### src/rtl/wb_slave_mux_ctrl_if.sv
// wb_slave_mux_ctrl_if: management-master bus, user/debug slave handshakes and shared slave pass-through
interface wb_slave_mux_ctrl_if;
  logic        wbs_cyc_i, wbs_stb_i, wbs_we_i;
  logic [3:0]  wbs_sel_i;
  logic [31:0] wbs_adr_i, wbs_dat_i;
  logic        wbs_ack_o;
  logic [31:0] wbs_dat_o;
  logic        u_cyc_o, u_stb_o, u_ack_i;
  logic [31:0] u_dat_i;
  logic        d_cyc_o, d_stb_o, d_ack_i;
  logic [31:0] d_dat_i;
  logic        s_we_o;
  logic [3:0]  s_sel_o;
  logic [31:0] s_adr_o, s_dat_o;
  modport slave (
    input  wbs_cyc_i, wbs_stb_i, wbs_we_i, wbs_sel_i, wbs_adr_i, wbs_dat_i,
    input  u_ack_i, u_dat_i, d_ack_i, d_dat_i,
    output wbs_ack_o, wbs_dat_o, u_cyc_o, u_stb_o, d_cyc_o, d_stb_o,
    output s_we_o, s_sel_o, s_adr_o, s_dat_o
  );
  modport master (
    output wbs_cyc_i, wbs_stb_i, wbs_we_i, wbs_sel_i, wbs_adr_i, wbs_dat_i,
    output u_ack_i, u_dat_i, d_ack_i, d_dat_i,
    input  wbs_ack_o, wbs_dat_o, u_cyc_o, u_stb_o, d_cyc_o, d_stb_o,
    input  s_we_o, s_sel_o, s_adr_o, s_dat_o
  );
endinterface

### src/rtl/wb_slave_mux_ctrl.sv
// wb_slave_mux_ctrl: registered Wishbone controller steering to user/debug slave with timeout termination
module wb_slave_mux_ctrl #(
  parameter int          TIMEOUT   = 16,
  parameter logic [28:0] DEBUG_TAG = 29'h601FFFF,
  parameter logic [31:0] ERR_DATA  = 32'hDEAD_BEEF
) (
  input  logic                       wb_clk_i,
  input  logic                       wb_rst_n_i,
  wb_slave_mux_ctrl_if.slave         bus,
  output logic                       timeout_o,
  output logic [7:0]                 err_cnt_o
);
  typedef enum logic [1:0] {IDLE, BUSY, ACK} state_t;
  localparam logic [7:0] TIMER_LAST = 8'(TIMEOUT - 1);
  state_t      state_q, state_d;
  logic        sel_dbg_q, sel_dbg_d, to_q, to_d;
  logic [7:0]  timer_q, timer_d, err_q, err_d;
  logic [31:0] dat_q, dat_d;
  logic        slv_ack, busy, ack;
  logic [31:0] slv_dat;
  assign slv_ack = sel_dbg_q ? bus.d_ack_i : bus.u_ack_i;
  assign slv_dat = sel_dbg_q ? bus.d_dat_i : bus.u_dat_i;
  assign busy    = state_q == BUSY;
  assign ack     = state_q == ACK;
  always_comb begin
    state_d   = state_q;
    sel_dbg_d = sel_dbg_q;
    timer_d   = timer_q;
    dat_d     = dat_q;
    to_d      = to_q;
    err_d     = err_q;
    case (state_q)
      IDLE: if (bus.wbs_cyc_i && bus.wbs_stb_i) begin
        sel_dbg_d = bus.wbs_adr_i[31:3] == DEBUG_TAG;
        timer_d   = '0;
        state_d   = BUSY;
      end
      BUSY: if (!bus.wbs_cyc_i) begin
        state_d = IDLE;
      end else if (slv_ack) begin
        dat_d   = slv_dat;
        to_d    = 1'b0;
        state_d = ACK;
      end else if (timer_q == TIMER_LAST) begin
        dat_d   = ERR_DATA;
        to_d    = 1'b1;
        err_d   = err_q + {7'd0, err_q != 8'hFF};
        state_d = ACK;
      end else begin
        timer_d = timer_q + 8'd1;
      end
      default: state_d = IDLE;
    endcase
  end
  always_ff @(posedge wb_clk_i or negedge wb_rst_n_i) begin
    if (!wb_rst_n_i) begin
      state_q   <= IDLE;
      sel_dbg_q <= 1'b0;
      timer_q   <= '0;
      dat_q     <= '0;
      to_q      <= 1'b0;
      err_q     <= '0;
    end else begin
      state_q   <= state_d;
      sel_dbg_q <= sel_dbg_d;
      timer_q   <= timer_d;
      dat_q     <= dat_d;
      to_q      <= to_d;
      err_q     <= err_d;
    end
  end
  assign bus.u_cyc_o   = busy & ~sel_dbg_q;
  assign bus.u_stb_o   = busy & ~sel_dbg_q;
  assign bus.d_cyc_o   = busy & sel_dbg_q;
  assign bus.d_stb_o   = busy & sel_dbg_q;
  assign bus.wbs_ack_o = ack;
  assign bus.wbs_dat_o = ack ? dat_q : '0;
  assign bus.s_we_o    = bus.wbs_we_i;
  assign bus.s_sel_o   = bus.wbs_sel_i;
  assign bus.s_adr_o   = bus.wbs_adr_i;
  assign bus.s_dat_o   = bus.wbs_dat_i;
  assign timeout_o     = ack & to_q;
  assign err_cnt_o     = err_q;
endmodule

### src/flat_wrapper.sv
// flat-port wrapper written by rule: the top's interface ports become plain ports
module wb_slave_mux_ctrl_flat 
#(
  parameter int          TIMEOUT   = 16,
  parameter logic [28:0] DEBUG_TAG = 29'h601FFFF,
  parameter logic [31:0] ERR_DATA  = 32'hDEAD_BEEF
)
  (wb_clk_i, wb_rst_n_i, timeout_o, err_cnt_o, bus_wbs_cyc_i, bus_wbs_stb_i, bus_wbs_we_i, bus_wbs_sel_i, bus_wbs_adr_i, bus_wbs_dat_i, bus_u_ack_i, bus_u_dat_i, bus_d_ack_i, bus_d_dat_i, bus_wbs_ack_o, bus_wbs_dat_o, bus_u_cyc_o, bus_u_stb_o, bus_d_cyc_o, bus_d_stb_o, bus_s_we_o, bus_s_sel_o, bus_s_adr_o, bus_s_dat_o);
  wb_slave_mux_ctrl_if bus_i ();
  input  logic wb_clk_i;
  input  logic wb_rst_n_i;
  output logic timeout_o;
  output logic [7:0] err_cnt_o;
  input wire logic [$bits(bus_i.wbs_cyc_i)-1:0] bus_wbs_cyc_i;
  input wire logic [$bits(bus_i.wbs_stb_i)-1:0] bus_wbs_stb_i;
  input wire logic [$bits(bus_i.wbs_we_i)-1:0] bus_wbs_we_i;
  input wire logic [$bits(bus_i.wbs_sel_i)-1:0] bus_wbs_sel_i;
  input wire logic [$bits(bus_i.wbs_adr_i)-1:0] bus_wbs_adr_i;
  input wire logic [$bits(bus_i.wbs_dat_i)-1:0] bus_wbs_dat_i;
  input wire logic [$bits(bus_i.u_ack_i)-1:0] bus_u_ack_i;
  input wire logic [$bits(bus_i.u_dat_i)-1:0] bus_u_dat_i;
  input wire logic [$bits(bus_i.d_ack_i)-1:0] bus_d_ack_i;
  input wire logic [$bits(bus_i.d_dat_i)-1:0] bus_d_dat_i;
  output wire logic [$bits(bus_i.wbs_ack_o)-1:0] bus_wbs_ack_o;
  output wire logic [$bits(bus_i.wbs_dat_o)-1:0] bus_wbs_dat_o;
  output wire logic [$bits(bus_i.u_cyc_o)-1:0] bus_u_cyc_o;
  output wire logic [$bits(bus_i.u_stb_o)-1:0] bus_u_stb_o;
  output wire logic [$bits(bus_i.d_cyc_o)-1:0] bus_d_cyc_o;
  output wire logic [$bits(bus_i.d_stb_o)-1:0] bus_d_stb_o;
  output wire logic [$bits(bus_i.s_we_o)-1:0] bus_s_we_o;
  output wire logic [$bits(bus_i.s_sel_o)-1:0] bus_s_sel_o;
  output wire logic [$bits(bus_i.s_adr_o)-1:0] bus_s_adr_o;
  output wire logic [$bits(bus_i.s_dat_o)-1:0] bus_s_dat_o;
  assign bus_i.wbs_cyc_i = bus_wbs_cyc_i;
  assign bus_i.wbs_stb_i = bus_wbs_stb_i;
  assign bus_i.wbs_we_i = bus_wbs_we_i;
  assign bus_i.wbs_sel_i = bus_wbs_sel_i;
  assign bus_i.wbs_adr_i = bus_wbs_adr_i;
  assign bus_i.wbs_dat_i = bus_wbs_dat_i;
  assign bus_i.u_ack_i = bus_u_ack_i;
  assign bus_i.u_dat_i = bus_u_dat_i;
  assign bus_i.d_ack_i = bus_d_ack_i;
  assign bus_i.d_dat_i = bus_d_dat_i;
  assign bus_wbs_ack_o = bus_i.wbs_ack_o;
  assign bus_wbs_dat_o = bus_i.wbs_dat_o;
  assign bus_u_cyc_o = bus_i.u_cyc_o;
  assign bus_u_stb_o = bus_i.u_stb_o;
  assign bus_d_cyc_o = bus_i.d_cyc_o;
  assign bus_d_stb_o = bus_i.d_stb_o;
  assign bus_s_we_o = bus_i.s_we_o;
  assign bus_s_sel_o = bus_i.s_sel_o;
  assign bus_s_adr_o = bus_i.s_adr_o;
  assign bus_s_dat_o = bus_i.s_dat_o;
  wb_slave_mux_ctrl #(.TIMEOUT(TIMEOUT), .DEBUG_TAG(DEBUG_TAG), .ERR_DATA(ERR_DATA)) u_core (.wb_clk_i(wb_clk_i), .wb_rst_n_i(wb_rst_n_i), .bus(bus_i), .timeout_o(timeout_o), .err_cnt_o(err_cnt_o));
endmodule
### config.mk
export PLATFORM = sky130hd
export DESIGN_NAME = wb_slave_mux_ctrl_flat
export DESIGN_NICKNAME = d
export VERILOG_FILES = /design/src/rtl/wb_slave_mux_ctrl_if.sv /design/src/rtl/wb_slave_mux_ctrl.sv /design/src/flat_wrapper.sv
export SDC_FILE = /design/constraint.sdc
export NUM_CORES = 1
export LEC_CHECK = 0
export BUFFER_PORTS_ARGS = -buffer_cell sky130_fd_sc_hd__buf_4
export CAP_MARGIN = 15
export CORE_MARGIN = 4
export CORE_UTILIZATION = 41
export CTS_CLUSTER_DIAMETER = 100
export DETAILED_ROUTE_END_ITERATION = 7
export PLACE_DENSITY = 0.82
export RECOVER_POWER = 50
export SLEW_MARGIN = 20
export SYNTH_ARGS = -nofsm -noshare
export SYNTH_HDL_FRONTEND = slang
export SYNTH_SLANG_ARGS = --single-unit
export TNS_END_PERCENT = 20
### constraint.sdc
create_clock -name wb_clk_i -period 2 [get_ports wb_clk_i]
set_input_delay 0 -clock wb_clk_i [delete_from_list [all_inputs] [get_ports wb_clk_i]]
set_output_delay 0 -clock wb_clk_i [all_outputs]
set_load 0.005 [all_outputs]
==> flow_results.xml <==
<?xml version="1.0" encoding="UTF-8"?>
<metrics>
  <group name="synth">
    <metric name="post-synth-top-count-cell" unit="">buf_4</metric>
    <metric name="syn_nets" unit="">467</metric>
    <metric name="ys_async_sr_fraction" unit="%">100</metric>
    <metric name="sequential_fraction_of_the_synthesis_area" unit="%">38.2</metric>
    <metric name="synth_top_cells_by_area" unit="">dfrtp_1 38%, buf_4 16%, mux2i_1 7.1%</metric>
    <metric name="dominantRegCellSynth" unit="">dfrtp_1</metric>
    <metric name="yosysWarningCount" unit="">0</metric>
    <metric name="netlist_top_cells_count" unit="">71 x buf_4, 52 x dfrtp_1, 34 x and2_1</metric>
    <metric name="synth_top_family_by_area" unit="">buffers and inverters</metric>
    <metric name="synth_compound_gate_area_share" unit="%">12.4</metric>
    <metric name="synth-edff-count" unit="">0</metric>
    <metric name="post_synth_inst_count" unit="">325</metric>
    <metric name="synth_adder_area_share" unit="%">1.10</metric>
    <metric name="yosys.area_share.xor_xnor" unit="%">1.76</metric>
    <metric name="ys_ff_latch" unit="">52</metric>
    <metric name="syn_area" unit="sq um">3400</metric>
    <metric name="post_synth_mux_area_share" unit="%">11.5</metric>
    <metric name="synth_largest_type_area_fraction" unit="%">38.2</metric>
    <metric name="synth_simple_gate_area_share" unit="%">16.2</metric>
    <metric name="postSynthAreaPerCell" unit="sq um">10.5</metric>
    <metric name="yosys.cell_types.count" unit="">48</metric>
    <metric name="synth_area_leader_cell" unit="">dfrtp_1</metric>
  </group>
  <group name="sta">
    <metric name="shortest_clock_period_the_worst_path_allows_after_layout" unit="ns">1.88</metric>
    <metric name="rsz0062_at_grt" unit="">no</metric>
    <metric name="clock-skew-final" unit="ns">0.00479</metric>
    <metric name="timing.setup.tns" unit="ns">0</metric>
    <metric name="min_period_over_period" unit="%">94.1</metric>
    <metric name="setup_violations" unit="">0</metric>
    <metric name="timing.slew.headroom" unit="%">15.6</metric>
    <metric name="final_number_of_max_transition_violations" unit="">0</metric>
    <metric name="timing_worst_slew_pin_value" unit="ns">1.27</metric>
    <metric name="hold-worst-slack" unit="ns">-0.00477</metric>
    <metric name="fmax" unit="MHz">531</metric>
    <metric name="finalHoldViolCount" unit="">3</metric>
  </group>
  <group name="critical_path">
    <metric name="cp-start-kind" unit="">flop</metric>
    <metric name="crit_path_top_delay_cell" unit="">dfrtp_1</metric>
    <metric name="critical_path_required" unit="ns">2.19</metric>
    <metric name="cp-end-kind" unit="">flop</metric>
    <metric name="critical_path.n_buffers_inverters" unit="">1</metric>
    <metric name="critical_path.cell_chain" unit="">ha_1 -&gt; nand4b_2 -&gt; nor4_4 -&gt; buf_4 -&gt; mux2_2</metric>
    <metric name="crit_path_max_fanout" unit="">9</metric>
    <metric name="timing_worst_setup_path_type" unit="">flop to flop</metric>
    <metric name="worstPathArrival" unit="ns">2.07</metric>
    <metric name="path_delay_family" unit="">simple AND/OR/NAND/NOR gates</metric>
    <metric name="cp_slowest_stage_delay" unit="ns">0.41</metric>
  </group>
  <group name="placement">
    <metric name="gp_congestion" unit="">0.853</metric>
    <metric name="detailed_place_hpwl" unit="um">6950</metric>
    <metric name="placement.cell_area" unit="sq um">4280</metric>
    <metric name="number_of_buffer_cells_added_on_primary_ports" unit="">173</metric>
  </group>
  <group name="die">
    <metric name="floorplan.initialDensity" unit="%">43.2</metric>
    <metric name="chipHeight" unit="um">99.1</metric>
    <metric name="placeableCoreArea" unit="sq um">7890</metric>
    <metric name="pin_count" unit="">254</metric>
    <metric name="die_extent_in_x" unit="um">99.1</metric>
    <metric name="row_count" unit="">32</metric>
    <metric name="die_area" unit="sq um">9830</metric>
  </group>
  <group name="global_routing">
    <metric name="grt_pass1_wl" unit="um">14700</metric>
    <metric name="grt_antenna_before_repair" unit="">0</metric>
    <metric name="grt_max_degree" unit="">53</metric>
    <metric name="first_global_vias" unit="">2983</metric>
    <metric name="grt.total_usage" unit="%">18.3</metric>
    <metric name="globalRoute.totalOverflow" unit="">0</metric>
  </group>
  <group name="routing">
    <metric name="ant_nets" unit="">0</metric>
    <metric name="number_of_remaining_drc_errors" unit="">0</metric>
    <metric name="dr.pass1.iters" unit="">4</metric>
    <metric name="num_vias" unit="">2784</metric>
    <metric name="avgViaCountPerCell" unit="">5.00</metric>
    <metric name="wl_per_cell" unit="um">16.4</metric>
    <metric name="routed_wirelength" unit="um">9130</metric>
    <metric name="iter_0_drt_violations" unit="">107</metric>
  </group>
  <group name="layout">
    <metric name="fin_area" unit="sq um">4630</metric>
    <metric name="layout-drive-gt1-share" unit="%">46.4</metric>
    <metric name="antenna_cells" unit="">0</metric>
    <metric name="areaGrowthSynthToFinish" unit="%">35.9</metric>
    <metric name="final_nets" unit="">597</metric>
  </group>
  <group name="pwr">
    <metric name="report.power.total" unit="mW">2.64</metric>
    <metric name="total_leakage_power" unit="nW">2.24</metric>
    <metric name="total_power_density_per_cell_area" unit="nW/um^2">570</metric>
    <metric name="vdd.ir_drop.worst" unit="mV">0.301</metric>
  </group>
  <group name="hold_path">
    <metric name="timing.hold.worst.class" unit="">primary input to flop</metric>
  </group>
  <group name="clocking">
    <metric name="buffers_inserted_by_post_cts_timing_repair" unit="">0</metric>
    <metric name="cts_buffer_depth" unit="">2</metric>
    <metric name="cts_buffers" unit="">5</metric>
    <metric name="clkLatencyLatePin" unit="ns">0.30</metric>
    <metric name="clock_sink_count" unit="">52</metric>
    <metric name="cts.htree.levels" unit="">2</metric>
    <metric name="tritoncts" unit="">done</metric>
    <metric name="clkSlewWorstSetupHoldPaths" unit="ns">0.09</metric>
    <metric name="root_buffer" unit="">clkbuf_8</metric>
  </group>
  <group name="status">
    <metric name="status" unit="">complete, but fails checks</metric>
    <metric name="violated_checks" unit="">hold timing</metric>
  </group>
  <group name="flow_run">
    <metric name="cap_violations" unit="">0</metric>
  </group>
</metrics>
## flip-flops by register name (all words and copies together), names as in the netlist
register,cells
u_core.dat_q,32
u_core.err_cnt_o,8
u_core.timer_q,8
u_core.state_q,2
u_core.sel_dbg_q,1
u_core.to_q,1
## layer usage
metal | vias up | routed length, um | track usage [%]
li1 | 1348 | - | -
met1 | 1294 | 3510 | 21.7
met2 | 116 | 4700 | 31.9
met3 | 26 | 744 | 5.61
met4 | 0 | 183 | 5.15
met5 | - | 0 | 0
## stage by stage
stage / instances / hold WS (ns) / utilization [%] / worst slack [ns]
floorplan: 325 / -0.296 / - / 0.236
global placement: 524 / 0.0000346 / 54.2 / 0.208
detailed placement: 524 / 0.0000346 / 54.2 / 0.129
CTS: 557 / 0.0000346 / 58.8 / 0.113
global route: 557 / 0.00000845 / 58.7 / 0.0206
finish: 557 / -0.00477 / 58.7 / 0.118
## cell type report
class | count | area, sq um
Clock buffer | 6 | 72.6
Clock inverter | 1 | 30.0
Fill cell | 667 | 3260
Inverter | 3 | 12.5
Multi-Input combinational cell | 185 | 1470
Sequential cell | 52 | 1300
Tap cell | 102 | 128
Timing Repair Buffer | 208 | 1610
## worst register-to-register path: stages (launching register included)
cell	delay, ns
dfrtp_1	0.41
ha_1	0.23
nand4b_2	0.24
nor4_4	0.34
buf_4	0.22
mux2_2	0.34
## layout by cell type, fill, tap and decap left out, types with 2 or more instances in the layout
cell type and instances:
a31oi_1 3, buf_4 152, o211ai_1 2, mux2_2 11, nor2_1 2, a21oi_1 3, a2bb2oi_1 16, dlygate4sd3_1 26
clkbuf_4 26, mux2i_1 24, inv_1 2, nand2_1 10, dfrtp_1 51, clkbuf_1 4, o2bb2ai_1 8, and3_1 2
nor3_1 2, and2_1 34, a21o_1 2, clkbuf_8 5, o21ai_0 4, xnor2_1 5, ha_1 3, nor2b_1 2
nand3_1 9, nor4b_1 3, nand4_1 10, a221o_1 8
## final timing paths
kind                                    from                  end  slack [ns]  cells after the start
max                        u_core.timer_q[0]  u_core.err_cnt_o[0]        0.12                      5
min                          bus_u_dat_i[14]     u_core.dat_q[14]      -0.005                      3
max reg2reg                u_core.timer_q[0]  u_core.err_cnt_o[0]        0.12                      5
min reg2reg                 u_core.dat_q[20]     u_core.dat_q[20]        0.49                      1
max in group asynchronous         wb_rst_n_i     u_core.sel_dbg_q        0.66                      2
min in group asynchronous         wb_rst_n_i     u_core.dat_q[19]        0.51                      2
## repair_timing
action                                  in CTS  in global routing
endpoints found under the hold margin       65                  0
resized for setup                            0                  1
hold buffers                                26                  0
endpoints found under the setup margin       0                  3
## where the power goes
part	total [mW]	switching [mW]	internal (mW)	leakage, nW
Sequential	1.35	0.103	1.24	0.656
Combinational	0.606	0.206	0.400	1.53
Clock	0.684	0.317	0.367	0.0513
Total	2.64	0.626	2.01	2.24
## logic make-up after synthesis
family	count (synthesis)
multiplexers	37
AND/OR/NAND/NOR	88
adder cells (fa/ha/maj)	3
flip-flops	52
buffers and inverters	88
AO/OA/AOI/OAI	51
XOR/XNOR	6
Note: power is estimated with default switching activity, not from simulation.
